<file path="src/rtl/decode_queue_pkg.sv">
// Shared RV32I constants and types for the decode queue.
// Opcodes, funct7 patterns, operation encodings and entry layout.
package decode_queue_pkg;

  localparam int OPT_W = 6;

  localparam logic [4:0] REG_ZERO = 5'd0;

  localparam logic [6:0] OP_LUI    = 7'b0110111;
  localparam logic [6:0] OP_AUIPC  = 7'b0010111;
  localparam logic [6:0] OP_JAL    = 7'b1101111;
  localparam logic [6:0] OP_JALR   = 7'b1100111;
  localparam logic [6:0] OP_BRANCH = 7'b1100011;
  localparam logic [6:0] OP_LOAD   = 7'b0000011;
  localparam logic [6:0] OP_STORE  = 7'b0100011;
  localparam logic [6:0] OP_IMM    = 7'b0010011;
  localparam logic [6:0] OP_REG    = 7'b0110011;
  localparam logic [6:0] OP_FENCE  = 7'b0001111;
  localparam logic [6:0] OP_SYSTEM = 7'b1110011;

  localparam logic [6:0] F7_BASE = 7'b0000000;
  localparam logic [6:0] F7_ALT  = 7'b0100000;

  typedef enum logic [OPT_W-1:0] {
    OPTYPE_ILLEGAL,
    OPTYPE_LUI, OPTYPE_AUIPC, OPTYPE_JAL, OPTYPE_JALR,
    OPTYPE_BEQ, OPTYPE_BNE, OPTYPE_BLT, OPTYPE_BGE,
    OPTYPE_BLTU, OPTYPE_BGEU,
    OPTYPE_LB, OPTYPE_LH, OPTYPE_LW, OPTYPE_LBU, OPTYPE_LHU,
    OPTYPE_SB, OPTYPE_SH, OPTYPE_SW,
    OPTYPE_ADDI, OPTYPE_SLTI, OPTYPE_SLTIU, OPTYPE_XORI,
    OPTYPE_ORI, OPTYPE_ANDI,
    OPTYPE_SLLI, OPTYPE_SRLI, OPTYPE_SRAI,
    OPTYPE_ADD, OPTYPE_SUB, OPTYPE_SLL, OPTYPE_SLT,
    OPTYPE_SLTU, OPTYPE_XOR, OPTYPE_SRL, OPTYPE_SRA,
    OPTYPE_OR, OPTYPE_AND,
    OPTYPE_FENCE, OPTYPE_SYSTEM
  } optype_e;

  typedef struct packed {
    logic [31:0] instr;
    logic [31:0] pc;
  } entry_t;

endpackage

</file>
<file path="src/rtl/rv32i_field_decode.sv">
// Combinational RV32I field decoder: instruction word to
// operation type, register indices, immediate and flags.
module rv32i_field_decode
  import decode_queue_pkg::*;
(
  input  logic [31:0]      instr_i,
  output logic [OPT_W-1:0] optype_o,
  output logic [4:0]       rd_o,
  output logic [4:0]       rs1_o,
  output logic [4:0]       rs2_o,
  output logic [31:0]      imm_o,
  output logic             is_ls_o,
  output logic             is_jump_o,
  output logic             illegal_o
);

  logic [6:0]  opc;
  logic [2:0]  f3;
  logic [6:0]  f7;
  logic [31:0] imm_i, imm_s, imm_b;
  logic [31:0] imm_u, imm_j, imm_sh;

  assign opc = instr_i[6:0];
  assign f3  = instr_i[14:12];
  assign f7  = instr_i[31:25];

  assign imm_i  = {{20{instr_i[31]}}, instr_i[31:20]};
  assign imm_s  = {{20{instr_i[31]}}, instr_i[31:25],
                   instr_i[11:7]};
  assign imm_b  = {{19{instr_i[31]}}, instr_i[31],
                   instr_i[7], instr_i[30:25],
                   instr_i[11:8], 1'b0};
  assign imm_u  = {instr_i[31:12], 12'h000};
  assign imm_j  = {{11{instr_i[31]}}, instr_i[31],
                   instr_i[19:12], instr_i[20],
                   instr_i[30:21], 1'b0};
  assign imm_sh = {27'd0, instr_i[24:20]};

  assign rs1_o = instr_i[19:15];
  assign rs2_o = instr_i[24:20];

  optype_e     opt;
  logic [4:0]  rd;
  logic [31:0] imm;
  logic        ls, jmp, ill;

  always_comb begin
    opt = OPTYPE_ILLEGAL;
    rd  = instr_i[11:7];
    imm = '0;
    ls  = 1'b0;
    jmp = 1'b0;
    ill = 1'b0;
    unique case (opc)
      OP_LUI: begin
        opt = OPTYPE_LUI;
        imm = imm_u;
      end
      OP_AUIPC: begin
        opt = OPTYPE_AUIPC;
        imm = imm_u;
      end
      OP_JAL: begin
        opt = OPTYPE_JAL;
        imm = imm_j;
        jmp = 1'b1;
      end
      OP_JALR: begin
        opt = OPTYPE_JALR;
        imm = imm_i;
        jmp = 1'b1;
      end
      OP_BRANCH: begin
        rd  = REG_ZERO;
        imm = imm_b;
        jmp = 1'b1;
        unique case (f3)
          3'b000:  opt = OPTYPE_BEQ;
          3'b001:  opt = OPTYPE_BNE;
          3'b100:  opt = OPTYPE_BLT;
          3'b101:  opt = OPTYPE_BGE;
          3'b110:  opt = OPTYPE_BLTU;
          3'b111:  opt = OPTYPE_BGEU;
          default: ill = 1'b1;
        endcase
      end
      OP_LOAD: begin
        imm = imm_i;
        ls  = 1'b1;
        unique case (f3)
          3'b000:  opt = OPTYPE_LB;
          3'b001:  opt = OPTYPE_LH;
          3'b010:  opt = OPTYPE_LW;
          3'b100:  opt = OPTYPE_LBU;
          3'b101:  opt = OPTYPE_LHU;
          default: ill = 1'b1;
        endcase
      end
      OP_STORE: begin
        rd  = REG_ZERO;
        imm = imm_s;
        ls  = 1'b1;
        unique case (f3)
          3'b000:  opt = OPTYPE_SB;
          3'b001:  opt = OPTYPE_SH;
          3'b010:  opt = OPTYPE_SW;
          default: ill = 1'b1;
        endcase
      end
      OP_IMM: begin
        imm = imm_i;
        unique case (f3)
          3'b000: opt = OPTYPE_ADDI;
          3'b010: opt = OPTYPE_SLTI;
          3'b011: opt = OPTYPE_SLTIU;
          3'b100: opt = OPTYPE_XORI;
          3'b110: opt = OPTYPE_ORI;
          3'b111: opt = OPTYPE_ANDI;
          3'b001: begin
            imm = imm_sh;
            opt = OPTYPE_SLLI;
            ill = (f7 != F7_BASE);
          end
          default: begin
            imm = imm_sh;
            opt = OPTYPE_SRLI;
            if (f7 == F7_ALT) opt = OPTYPE_SRAI;
            else ill = (f7 != F7_BASE);
          end
        endcase
      end
      OP_REG: begin
        if (f7 == F7_BASE) begin
          unique case (f3)
            3'b000:  opt = OPTYPE_ADD;
            3'b001:  opt = OPTYPE_SLL;
            3'b010:  opt = OPTYPE_SLT;
            3'b011:  opt = OPTYPE_SLTU;
            3'b100:  opt = OPTYPE_XOR;
            3'b101:  opt = OPTYPE_SRL;
            3'b110:  opt = OPTYPE_OR;
            default: opt = OPTYPE_AND;
          endcase
        end else if (f7 == F7_ALT) begin
          unique case (f3)
            3'b000:  opt = OPTYPE_SUB;
            3'b101:  opt = OPTYPE_SRA;
            default: ill = 1'b1;
          endcase
        end else begin
          ill = 1'b1;
        end
      end
      OP_FENCE: begin
        opt = OPTYPE_FENCE;
        imm = imm_i;
      end
      OP_SYSTEM: begin
        opt = OPTYPE_SYSTEM;
        imm = imm_i;
      end
      default: ill = 1'b1;
    endcase
    // undecodable entries carry no side-effect-bearing fields
    if (ill) begin
      opt = OPTYPE_ILLEGAL;
      rd  = REG_ZERO;
      imm = '0;
      ls  = 1'b0;
      jmp = 1'b0;
    end
  end

  assign optype_o  = opt;
  assign rd_o      = rd;
  assign imm_o     = imm;
  assign is_ls_o   = ls;
  assign is_jump_o = jmp;
  assign illegal_o = ill;

endmodule

</file>
<file path="src/rtl/decode_queue.sv">
// Instruction queue between fetch and issue; decodes the
// head entry combinationally on the way out.
module decode_queue
  import decode_queue_pkg::*;
#(
  parameter int DEPTH = 4,
  parameter int PTR_W = $clog2(DEPTH)
) (
  input  logic             clk_in,
  input  logic             rst_in,
  input  logic             rdy_in,
  input  logic             flush,
  input  logic             in_valid,
  input  logic [31:0]      in_instr,
  input  logic [31:0]      in_pc,
  output logic             in_ready,
  output logic             out_valid,
  input  logic             out_ready,
  output logic [31:0]      out_pc,
  output logic [OPT_W-1:0] out_optype,
  output logic [4:0]       out_rd,
  output logic [4:0]       out_rs1,
  output logic [4:0]       out_rs2,
  output logic [31:0]      out_imm,
  output logic             out_is_ls,
  output logic             out_is_jump,
  output logic             out_illegal,
  output logic [PTR_W:0]   count
);

  localparam int CNT_W = PTR_W + 1;

  entry_t           mem_q [DEPTH];
  logic [PTR_W-1:0] head_q, head_d;
  logic [PTR_W-1:0] tail_q, tail_d;
  logic [CNT_W-1:0] count_q, count_d;

  logic   push, pop, has_head;
  entry_t head_e;

  assign has_head  = (count_q != '0);
  assign in_ready  = rdy_in && rst_in && !flush &&
                     (count_q != CNT_W'(DEPTH));
  assign out_valid = rdy_in && rst_in && has_head;
  assign push      = in_valid && in_ready;
  assign pop       = out_valid && out_ready;
  assign count     = count_q;

  always_comb begin
    head_d  = head_q;
    tail_d  = tail_q;
    count_d = count_q;
    if (flush) begin
      head_d  = '0;
      tail_d  = '0;
      count_d = '0;
    end else begin
      if (push) tail_d = tail_q + PTR_W'(1);
      if (pop)  head_d = head_q + PTR_W'(1);
      unique case ({push, pop})
        2'b10:   count_d = count_q + CNT_W'(1);
        2'b01:   count_d = count_q - CNT_W'(1);
        default: count_d = count_q;
      endcase
    end
  end

  always_ff @(posedge clk_in) begin
    if (!rst_in) begin
      head_q  <= '0;
      tail_q  <= '0;
      count_q <= '0;
    end else if (rdy_in) begin
      head_q  <= head_d;
      tail_q  <= tail_d;
      count_q <= count_d;
    end
  end

  always_ff @(posedge clk_in) begin
    if (push) mem_q[tail_q] <= '{instr: in_instr, pc: in_pc};
  end

  // an empty queue presents an all-zero entry so outputs stay defined
  assign head_e = has_head ? mem_q[head_q] : '0;
  assign out_pc = head_e.pc;

  rv32i_field_decode u_dec (
    .instr_i   (head_e.instr),
    .optype_o  (out_optype),
    .rd_o      (out_rd),
    .rs1_o     (out_rs1),
    .rs2_o     (out_rs2),
    .imm_o     (out_imm),
    .is_ls_o   (out_is_ls),
    .is_jump_o (out_is_jump),
    .illegal_o (out_illegal)
  );

endmodule

</file>
<file path="config.mk">
export PLATFORM = sky130hd
export DESIGN_NAME = decode_queue
export DESIGN_NICKNAME = d
export VERILOG_FILES = /design/src/rtl/decode_queue_pkg.sv /design/src/rtl/rv32i_field_decode.sv /design/src/rtl/decode_queue.sv
export SDC_FILE = /design/constraint.sdc
export NUM_CORES = 1
export LEC_CHECK = 0
export ABC_CLOCK_PERIOD_IN_PS = 7040
export CELL_PAD_IN_SITES_DETAIL_PLACEMENT = 1
export CELL_PAD_IN_SITES_GLOBAL_PLACEMENT = 2
export CORE_UTILIZATION = 50
export CTS_CLUSTER_SIZE = 20
export DETAILED_ROUTE_END_ITERATION = 10
export DONT_BUFFER_PORTS = 1
export PLACE_DENSITY = 0.94
export SYNTH_ARGS = -nofsm -noshare
export SYNTH_HDL_FRONTEND = slang
export SYNTH_SLANG_ARGS = --single-unit
</file>
<file path="constraint.sdc">
create_clock -name clk_in -period 7.04 [get_ports clk_in]
set_clock_uncertainty 0.2 [all_clocks]
set_input_delay 1.408 -clock clk_in [delete_from_list [all_inputs] [get_ports clk_in]]
set_output_delay 1.408 -clock clk_in [all_outputs]
set_load 0.02 [all_outputs]
</file>
==> flow_metrics.tcl, run 1 <==
set metrics [dict create \
    status "finished clean" \
    yosys_warnings 0 \
    placed_area_um2 11800 \
    dpl.hpwl_um 18200 \
    clockRootBuffer "clkbuf_16" \
    synth.cell_area_um2 11500 \
    power.density_nw_per_um2 254 \
    dr.pass1.iters 6 \
    routed_wl_um 28000 \
    die_area_um2 23600 \
    switching_share_pct 19.8 \
    utilization_pct 56.0 \
    p_leak_nw 3.79 \
    vias_per_cell 6.31 \
    fill_cells 2012 \
    fin_nets 767 \
    peakVddDrop_uv 283 \
    row_count 55 \
    setup_tns_ps 0 \
    fin_area_um2 12600 \
    cp_max_fo 34 \
    port_buffers 0 \
    clock_sinks 265 \
    synth_edf_count 256 \
    rsz0062_at_grt "no" \
    die_w_um 154 \
    clk_latency_ps 530 \
    drv_cap 0 \
    ys_ff_latch 265 \
    tightest_slew_ps 1180 \
    initial_core_util_pct 50.9 \
    die_y_um 154 \
    yosysUniqueCellTypes 70 \
    clk_pin_slew_ps 70 \
    fin_crit_sh_pct 89.6 \
    setup_violations 0 \
    pwr-share-seq_pct 54.2 \
    drt_iter0_markers 477 \
    hp-class "flip-flop to flip-flop" \
    ys.flop_type "edfxtp_1" \
    syn_avg_cell_area_um2 16.7 \
    drc 0 \
    grt_pass1_wl_um 42400 \
    cts_max_level 1 \
    finalPower_mw 3.21 \
    required_ps 5430 \
    layout-drive-gt1-share_pct 20.8 \
    avgRoutedWirePerCell_um 28.1 \
    timing.final.max_slew_violations 0 \
    grt-ovfl-total 0 \
    ys_async_sr_fraction_pct 0 \
    p_int_mw 2.58 \
    startpoint_type "flip-flop" \
    grt_start_max_net_pins 65 \
    antenna_found_initial 0 \
    cts_resized 0 \
    area_growth_pct 10.0 \
    comb_power_share_pct 2.2 \
    ant_nets 0 \
    io_pins 163 \
    grt_pass1_vias 6890 \
    arrival_ps 4700 \
    gp_congestion 0.926 \
    cts_tree "yes" \
    track_usage_pct 24.2 \
    clockPowerShare_pct 43.6 \
    hold_viol_final 0 \
    critPathKind "flip-flop to primary output" \
    clk_path_buf_depth 3 \
    crit_path_end_kind "primary output" \
    max-slew-margin-rel_pct 20.8 \
    fin_crit_ps 6310 \
    fmax_mhz 159 \
    core_area_um2 22600 \
    cts_buffers 27 \
    vias 6296 \
    synth_nets 765 \
    seq_area_frac_synth_pct 68.5 \
    syn-instance-count 690 \
    cts_hold_buffers 0 \
    antennaDiodeCount 0 \
    cts_setup_buffers 0 \
    switchingPower_mw 0.636 \
]
-- cell usage after synthesis, types with 9 or more instances --
cell type  number  share of area, %
a21oi_1        30               1.3
clkbuf_1       20              0.65
dfxtp_1         9               1.6
nand2_1        46               1.5
and2_1         50               2.7
nor2_1         24              0.78
buf_2           9              0.39
nand3_1        12              0.52
a31oi_1        13              0.71
edfxtp_1      256                67
o21ai_0        21              0.91
inv_1           9              0.29
mux4_2         64                13
-- worst max-delay path, stage by stage (launching register included) --
cell and delay (ps):
dfxtp_4 660, buf_4 530, mux4_2 510, nor3_2 690, nand2_1 330, o21ai_1 480, o211ai_4 360, a31oi_1 570
-- stage by stage --
step / worst slack (ps) / hold WS (ps) / cells
finish: 733 / 324 / 998
floorplan: 2410 / 263 / 690
global route: 452 / 369 / 998
detailed placement: 1340 / 315 / 948
CTS: 772 / 324 / 998
global placement: 1520 / 278 / 948
-- kinds of logic after synthesis --
logic type | count (synthesis) | synth area share [%]
AOI/OAI and AO/OA | 105 | 6.09
xor gates and xnor gates | 4 | 0.305
adders and majority gates | 5 | 0.610
buffers and inverters | 48 | 1.96
DFF | 265 | 68.5
muxes | 67 | 12.8
and+or+nand+nor | 196 | 9.76
-- placed cells by master (no fill, tap or decap), types with 6 or more instances in the layout --
cell / Yosys / layout
nand2_1: 46 / 46
nand3_1: 12 / 12
nor4b_1: 7 / 6
o21ai_0: 21 / 21
and2_1: 50 / 46
clkbuf_16: 0 / 27
a21oi_1: 30 / 30
nor3_1: 7 / 6
mux4_2: 64 / 64
nand2b_1: 8 / 8
buf_4: 1 / 12
edfxtp_1: 256 / 256
a31oi_1: 13 / 13
inv_1: 9 / 9
clkbuf_1: 20 / 7
dfxtp_1: 9 / 7
nor2_1: 24 / 24
-- path summary, 6_finish.rpt --
check	from	end	depth (start not counted)	slack [ps]
max	flip-flop	out_imm[28]	7	730
min	tail_q[0]	tail_q[0]	1	320
max reg2reg	count[0]	count[1]	7	3940
min reg2reg	tail_q[0]	tail_q[0]	1	320
-- power groups by stage --
stage / Combinational [mW] / Clock, mW / Sequential, mW
6_report: 0.0700 / 1.40 / 1.74
3_5_place_dp: 0.0702 / 0 / 1.78
3_3_place_gp: 0.0687 / 0 / 1.77
5_1_grt: 0.0749 / 1.47 / 1.74
2_1_floorplan: 0.0545 / 0 / 1.77
4_1_cts: 0.0710 / 1.43 / 1.74
-- area by class of cell --
class                      count  area, µm²  share of cell area, %
sequential                   265       7880                   62.3
multi-input combinational    377       3420                   27.1
clock buffer                  34        702                   5.55
tap                          285        357                   2.82
clock inverter                16        163                   1.29
timing repair buffer          12       90.1                  0.713
inverter                       9       33.8                  0.267
-- flip-flops by register name, summed over array words and instances (netlist names), named ones only --
| name | count |
|---|---|
| count | 3 |
| mem_q | 256 |
| head_q | 2 |
| tail_q | 2 |
-- layer usage --
layer	track usage, %	routed length, µm	vias up
met1	31.0	11300	3244
li1	-	-	2748
met2	39.6	13600	254
met4	8.38	827	0
met3	7.10	2320	50
met5	0	0	-
Note: power is estimated with default switching activity, not from simulation.
==> run 2, diff against run 1 <==
- ABC_AREA: not set -> 1
- CORE_UTILIZATION: 50 -> 43
- PLACE_DENSITY: 0.94 -> 0.93
==> run 2 against run 1 <==
  * Via count rose by 36%
  * Die area is 22% higher
  * Synthesized cell count is 77% higher
  * Clock power hardly changed
  * Critical endpoint is now out_imm[8]
==> flow_metrics.tcl, run 2 <==
set metrics [dict create \
    finalPower_mw 3.35 \
    clk_path_buf_depth 3 \
    critical_path.slowest_cell "dfxtp_4" \
    ys_async_sr_fraction_pct 0 \
    required_ps 5430 \
    timing.final.max_slew_violations 0 \
    clockPowerShare_pct 42.1 \
    hold_start "head_q[1]" \
    p_leak_nw 5.10 \
    clockRootBuffer "clkbuf_16" \
    synth_xor_area_share_pct 0.145 \
    netlist_top_cells_area "edfxtp_1, nand2_1, nor2_1, o21ai_0, nand3_1" \
    multi_input_area_um2 3580 \
    drv_cap 0 \
    setup_violations 0 \
    dp_worst_setup_slack_ps 1140 \
    yosys_warnings 0 \
    port_buffers 0 \
    cts_tree "yes" \
    cp_max_fo 65 \
    layout_commonest_cell "nand2_1" \
    worst_slack_ps 642 \
    clk_pin_slew_ps 60 \
    muxShareOfSynthArea_pct 0 \
    r2r_slack_ps 3540 \
    peakVddDrop_uv 331 \
    grt_pass1_wl_um 50300 \
    clk_latency_ps 540 \
    reg2reg_from "count[0]" \
    routed_wl_um 32700 \
    initial_core_util_pct 44.3 \
    cts_max_level 1 \
    antenna_found_initial 0 \
    dpl.hpwl_um 20400 \
    synthAdderAreaFrac_pct 0.580 \
    placed_area_um2 12300 \
    fmax_mhz 156 \
    cts_hold_buffers 0 \
    synth.top_cell.area_share_pct 63.7 \
    vias_per_cell 5.38 \
    seq_area_frac_synth_pct 65.1 \
    cts_resized 0 \
    critPathKind "flip-flop to primary output" \
    grt-ovfl-total 0 \
    crit_top_cell "nand2_1" \
    vias 8582 \
    crit_path_max_incr_delay_ps 840 \
    startpoint_type "flip-flop" \
    fin_crit_ps 6400 \
    arrival_ps 4790 \
    hp-class "flip-flop to flip-flop" \
    row_count 60 \
    cts_buffers 28 \
    yosysUniqueCellTypes 32 \
    switchingPower_mw 0.747 \
    synth_compound_area_share_pct 7.49 \
    max-slew-margin-rel_pct 28.8 \
    io_pins 163 \
    die_y_um 170 \
    p_int_mw 2.60 \
    grt_start_max_net_pins 69 \
    synth_top_area_cell "edfxtp_1" \
    antennaDiodeCount 0 \
    tightest_slew_ps 1070 \
    power.density_nw_per_um2 253 \
    synth_nets 1295 \
    core_area_um2 27300 \
    clock_sinks 265 \
    largest_reg_flops 256 \
    fill_cells 2997 \
    synth_common_cells "nand2_1, edfxtp_1, nor2_1" \
    die_w_um 170 \
    avgRoutedWirePerCell_um 20.5 \
    die_area_um2 28800 \
    synth-simple-area-share_pct 21.2 \
    synth_edf_count 256 \
    layout-drive-gt1-share_pct 6.94 \
    ys_ff_latch 265 \
    yosysMostFrequentCell "nand2_1" \
    drc 0 \
    synth_top_family_by_area "simple AND/OR/NAND/NOR gates" \
    layout_common_cells "nand2_1, edfxtp_1, nor2_1, o21ai_0, inv_1" \
    status "finished clean" \
    fin_area_um2 13200 \
    track_usage_pct 23.1 \
    rsz0062_at_grt "no" \
    seqCellArea_um2 7870 \
    comb_power_share_pct 5.6 \
    top_register "mem_q" \
    crit_path_end_kind "primary output" \
    gp_congestion 0.869 \
    setup_tns_ps 0 \
    fin_nets 1279 \
    fin_crit_sh_pct 90.9 \
    area_growth_pct 9.45 \
    synth.cell_area_um2 12100 \
    ant_nets 0 \
    drt_iter0_markers 543 \
    grt_pass1_vias 9098 \
    syn_avg_cell_area_um2 9.90 \
    cts_setup_buffers 0 \
    syn-instance-count 1220 \
    pwr-share-seq_pct 52.4 \
    hold_viol_final 0 \
    switching_share_pct 22.3 \
    dr.pass1.iters 5 \
    crit_chain "clkinv_2 -> nand2_1 -> nand2_1 -> nand2_1 -> nand2_1 -> nor3_1 -> nand2_1 -> nand2_1 -> nor2_1 -> nand4_1 -> nand2_1 -> nor2_1" \
    ys.flop_type "edfxtp_1" \
]
==> run 2: changes by cell type after synthesis, sizes merged, moves of 7 or more <==
| cell | delta |
|---|---|
| nor2 | +232 |
| nand2 | +224 |
| inv | +81 |
| o21ai | +74 |
| nand3 | +67 |
| mux4 | -64 |
| and2 | -49 |
| a21oi | +39 |
| buf | +12 |
| a31oi | -11 |
| nand2b | -8 |
| nor4b | -8 |
| nand4 | +7 |
==> run 2: final timing paths <==
| kind | endpoint | cells after the start |
|---|---|---|
| max | out_imm[8] | 12 |
| min | flip-flop | 2 |
| max reg2reg | count[2] | 15 |
| min reg2reg | flip-flop | 2 |
==> run 2: logic make-up after synthesis <==
family          after synthesis
flops                       265
simple gates                625
fa+ha+maj                     5
buf+inv                     147
xor+xnor                      2
compound gates              176
==> run 2: layout make-up <==
| class | count | share of cell area, % |
|---|---|---|
| Inverter | 90 | 2.57 |
| Tap cell | 372 | 3.52 |
| Clock buffer | 32 | 5.58 |
| Sequential cell | 265 | 59.6 |
| Clock inverter | 18 | 1.07 |
| Timing Repair Buffer | 11 | 0.625 |
| Multi-Input combinational cell | 808 | 27.1 |
==> run 2: metrics by stage <==
stage / hold WS, ps / util [%] / instances
floorplan: 252 / - / 1220
global placement: 269 / 45.3 / 1546
detailed placement: 286 / 45.3 / 1546
CTS: 297 / 48.5 / 1596
global route: 342 / 48.5 / 1596
finish: 293 / 48.5 / 1596
==> run 2: layer usage <==
metal	up-vias	wire length [µm]	global-route usage, %
li1	4065	-	-
met1	4228	13300	26.7
met2	233	16400	41.0
met3	56	2350	6.53
met4	0	769	7.40
met5	-	0	0
==> run 2: power groups by stage <==
stage / clock, mW / combinational [mW] / sequential, mW
6_report: 1.41 / 0.186 / 1.75
5_1_grt: 1.49 / 0.207 / 1.76
4_1_cts: 1.44 / 0.187 / 1.76
3_5_place_dp: 0 / 0.185 / 1.79
3_3_place_gp: 0 / 0.180 / 1.79
2_1_floorplan: 0 / 0.148 / 1.78
==> run 2: worst max-delay path, delay by kind of cell, from the launching register on <==
family,cells,cell delay [ps]
AND/OR/NAND/NOR,11,2670
flip-flops,1,840
buffers and inverters,1,690
==> run 3, diff against run 2 <==
- CORE_ASPECT_RATIO: not set -> 1.1
==> run 3 against run 2 <==
  * Global-route usage down 1.3 points
  * Non-clock buffer count down 1
  * Worst setup slack better by 210 ps
  * Routed wire length down 4.8%
  * Final cell count down 1.0%
  * Combinational power about the same
  * Critical endpoint is now out_optype[0]
==> flow_metrics.tcl, run 3 (synthesis gave the netlist of run 2 again) <==
set metrics [dict create \
    status "finished clean" \
    die_w_um 162 \
    tightest_slew_ps 1120 \
    cts_max_level 1 \
    arrival_ps 4580 \
    cts_tree "yes" \
    top_register "mem_q" \
    drv_cap 0 \
    multi_input_area_um2 3580 \
    reg2reg_depth 14 \
    critPathKind "flip-flop to primary output" \
    power.density_nw_per_um2 257 \
    peakVddDrop_uv 356 \
    fill_cells 3041 \
    io_pins 163 \
    crit_path_end_kind "primary output" \
    hold_start "head_q[1]" \
    dpl.hpwl_um 20300 \
    clk_pin_slew_ps 70 \
    hold_viol_final 0 \
    dr.pass1.iters 5 \
    max-slew-margin-rel_pct 25.0 \
    grt-ovfl-total 0 \
    fin_crit_ps 6190 \
    grt_start_max_net_pins 80 \
    routed_wl_um 31200 \
    fin_nets 1277 \
    cp_max_fo 50 \
    die_area_um2 28800 \
    setup_tns_ps 0 \
    gp_congestion 0.883 \
    clk_path_buf_depth 3 \
    fin_area_um2 13200 \
    cts_hold_buffers 0 \
    grt_pass1_vias 8878 \
    cts_setup_buffers 0 \
    vias_per_cell 5.39 \
    layout_commonest_cell "nand2_1" \
    hp-class "flip-flop to flip-flop" \
    hold_path_depth 2 \
    core_area_um2 27300 \
    clock_sinks 265 \
    track_usage_pct 21.8 \
    rsz0062_at_grt "no" \
    fmax_mhz 161 \
    p_leak_nw 5.11 \
    timing.final.max_slew_violations 0 \
    clockRootBuffer "clkbuf_16" \
    clk_latency_ps 540 \
    seqCellArea_um2 7870 \
    placed_area_um2 12300 \
    startpoint_type "flip-flop" \
    area_growth_pct 9.59 \
    row_count 63 \
    antenna_found_initial 0 \
    layout_common_cells "nand2_1, edfxtp_1, nor2_1, o21ai_0, inv_1" \
    setup_violations 0 \
    layout-drive-gt1-share_pct 6.87 \
    grt_pass1_wl_um 48000 \
    die_y_um 178 \
    initial_core_util_pct 44.3 \
    utilization_pct 48.5 \
    vias 8511 \
    required_ps 5430 \
    reg2reg_from "count[0]" \
    drc 0 \
    port_buffers 0 \
    antennaDiodeCount 0 \
    fin_crit_sh_pct 88.0 \
    cts_buffers 27 \
    drt_iter0_markers 435 \
    largest_reg_flops 256 \
    ant_nets 0 \
    cts_resized 0 \
    avgRoutedWirePerCell_um 19.7 \
]
run 3: changes by cell type in the layout (fill, tap and decap cells not counted), sizes merged:
cell | previous run | this run
clkbuf | 32 | 30
clkinv | 15 | 13
buf | 11 | 10
clkinvlp | 2 | 1
bufinv | 2 | 5
inv | 89 | 91
run 3: final timing paths:
| path | slack (ps) | endpoint |
|---|---|---|
| worst min-delay path | 300 | flip-flop |
| worst max-delay path | 850 | out_optype[0] |
| worst max register to register | 2860 | count[2] |
| worst min register to register | 300 | flip-flop |
run 3: cell type report:
class / count / share of cell area [%]
sequential: 265 / 59.5
multi-input combinational: 808 / 27.0
clock buffer: 30 / 5.19
tap: 357 / 3.37
inverter: 90 / 2.56
clock inverter: 20 / 1.78
timing repair buffer: 10 / 0.567
run 3: power by group:
group	switching [mW]	internal (mW)
clock network	0.578	0.888
registers	0.0104	1.74
logic	0.146	0.0414
total	0.735	2.67
run 3: critical path: stages, from the launching register on:
cell and delay, ps:
dfxtp_4 700, clkinv_2 640, buf_4 430, nand2_1 90, nand3_1 80, nand3_1 250
nor3_1 100, nand2_1 100, nand2_1 270, nor2_1 340, nand4_1 130, nand2_1 590
nor2_1 270
run 3: per-layer routing:
metal | up-vias | share of wire [%] | track usage, %
met4 | 0 | 2.0 | 6.37
met3 | 43 | 7.3 | 5.84
li1 | 4061 | - | -
met2 | 230 | 51 | 39.9
met5 | - | 0 | 0
met1 | 4177 | 40 | 24.6
run 3: per-stage QoR:
| step | power (mW) | hold slack (ps) | cells | setup WS, ps |
|---|---|---|---|---|
| 3_5_place_dp | 1.97 | 286 | 1530 | 1410 |
| 4_1_cts | 3.43 | 299 | 1580 | 806 |
| 5_1_grt | 3.50 | 325 | 1580 | 365 |
| 2_1_floorplan | 1.93 | 252 | 1220 | 1740 |
| 6_report | 3.41 | 301 | 1580 | 848 |
| 3_3_place_gp | 1.97 | 264 | 1530 | 1560 |
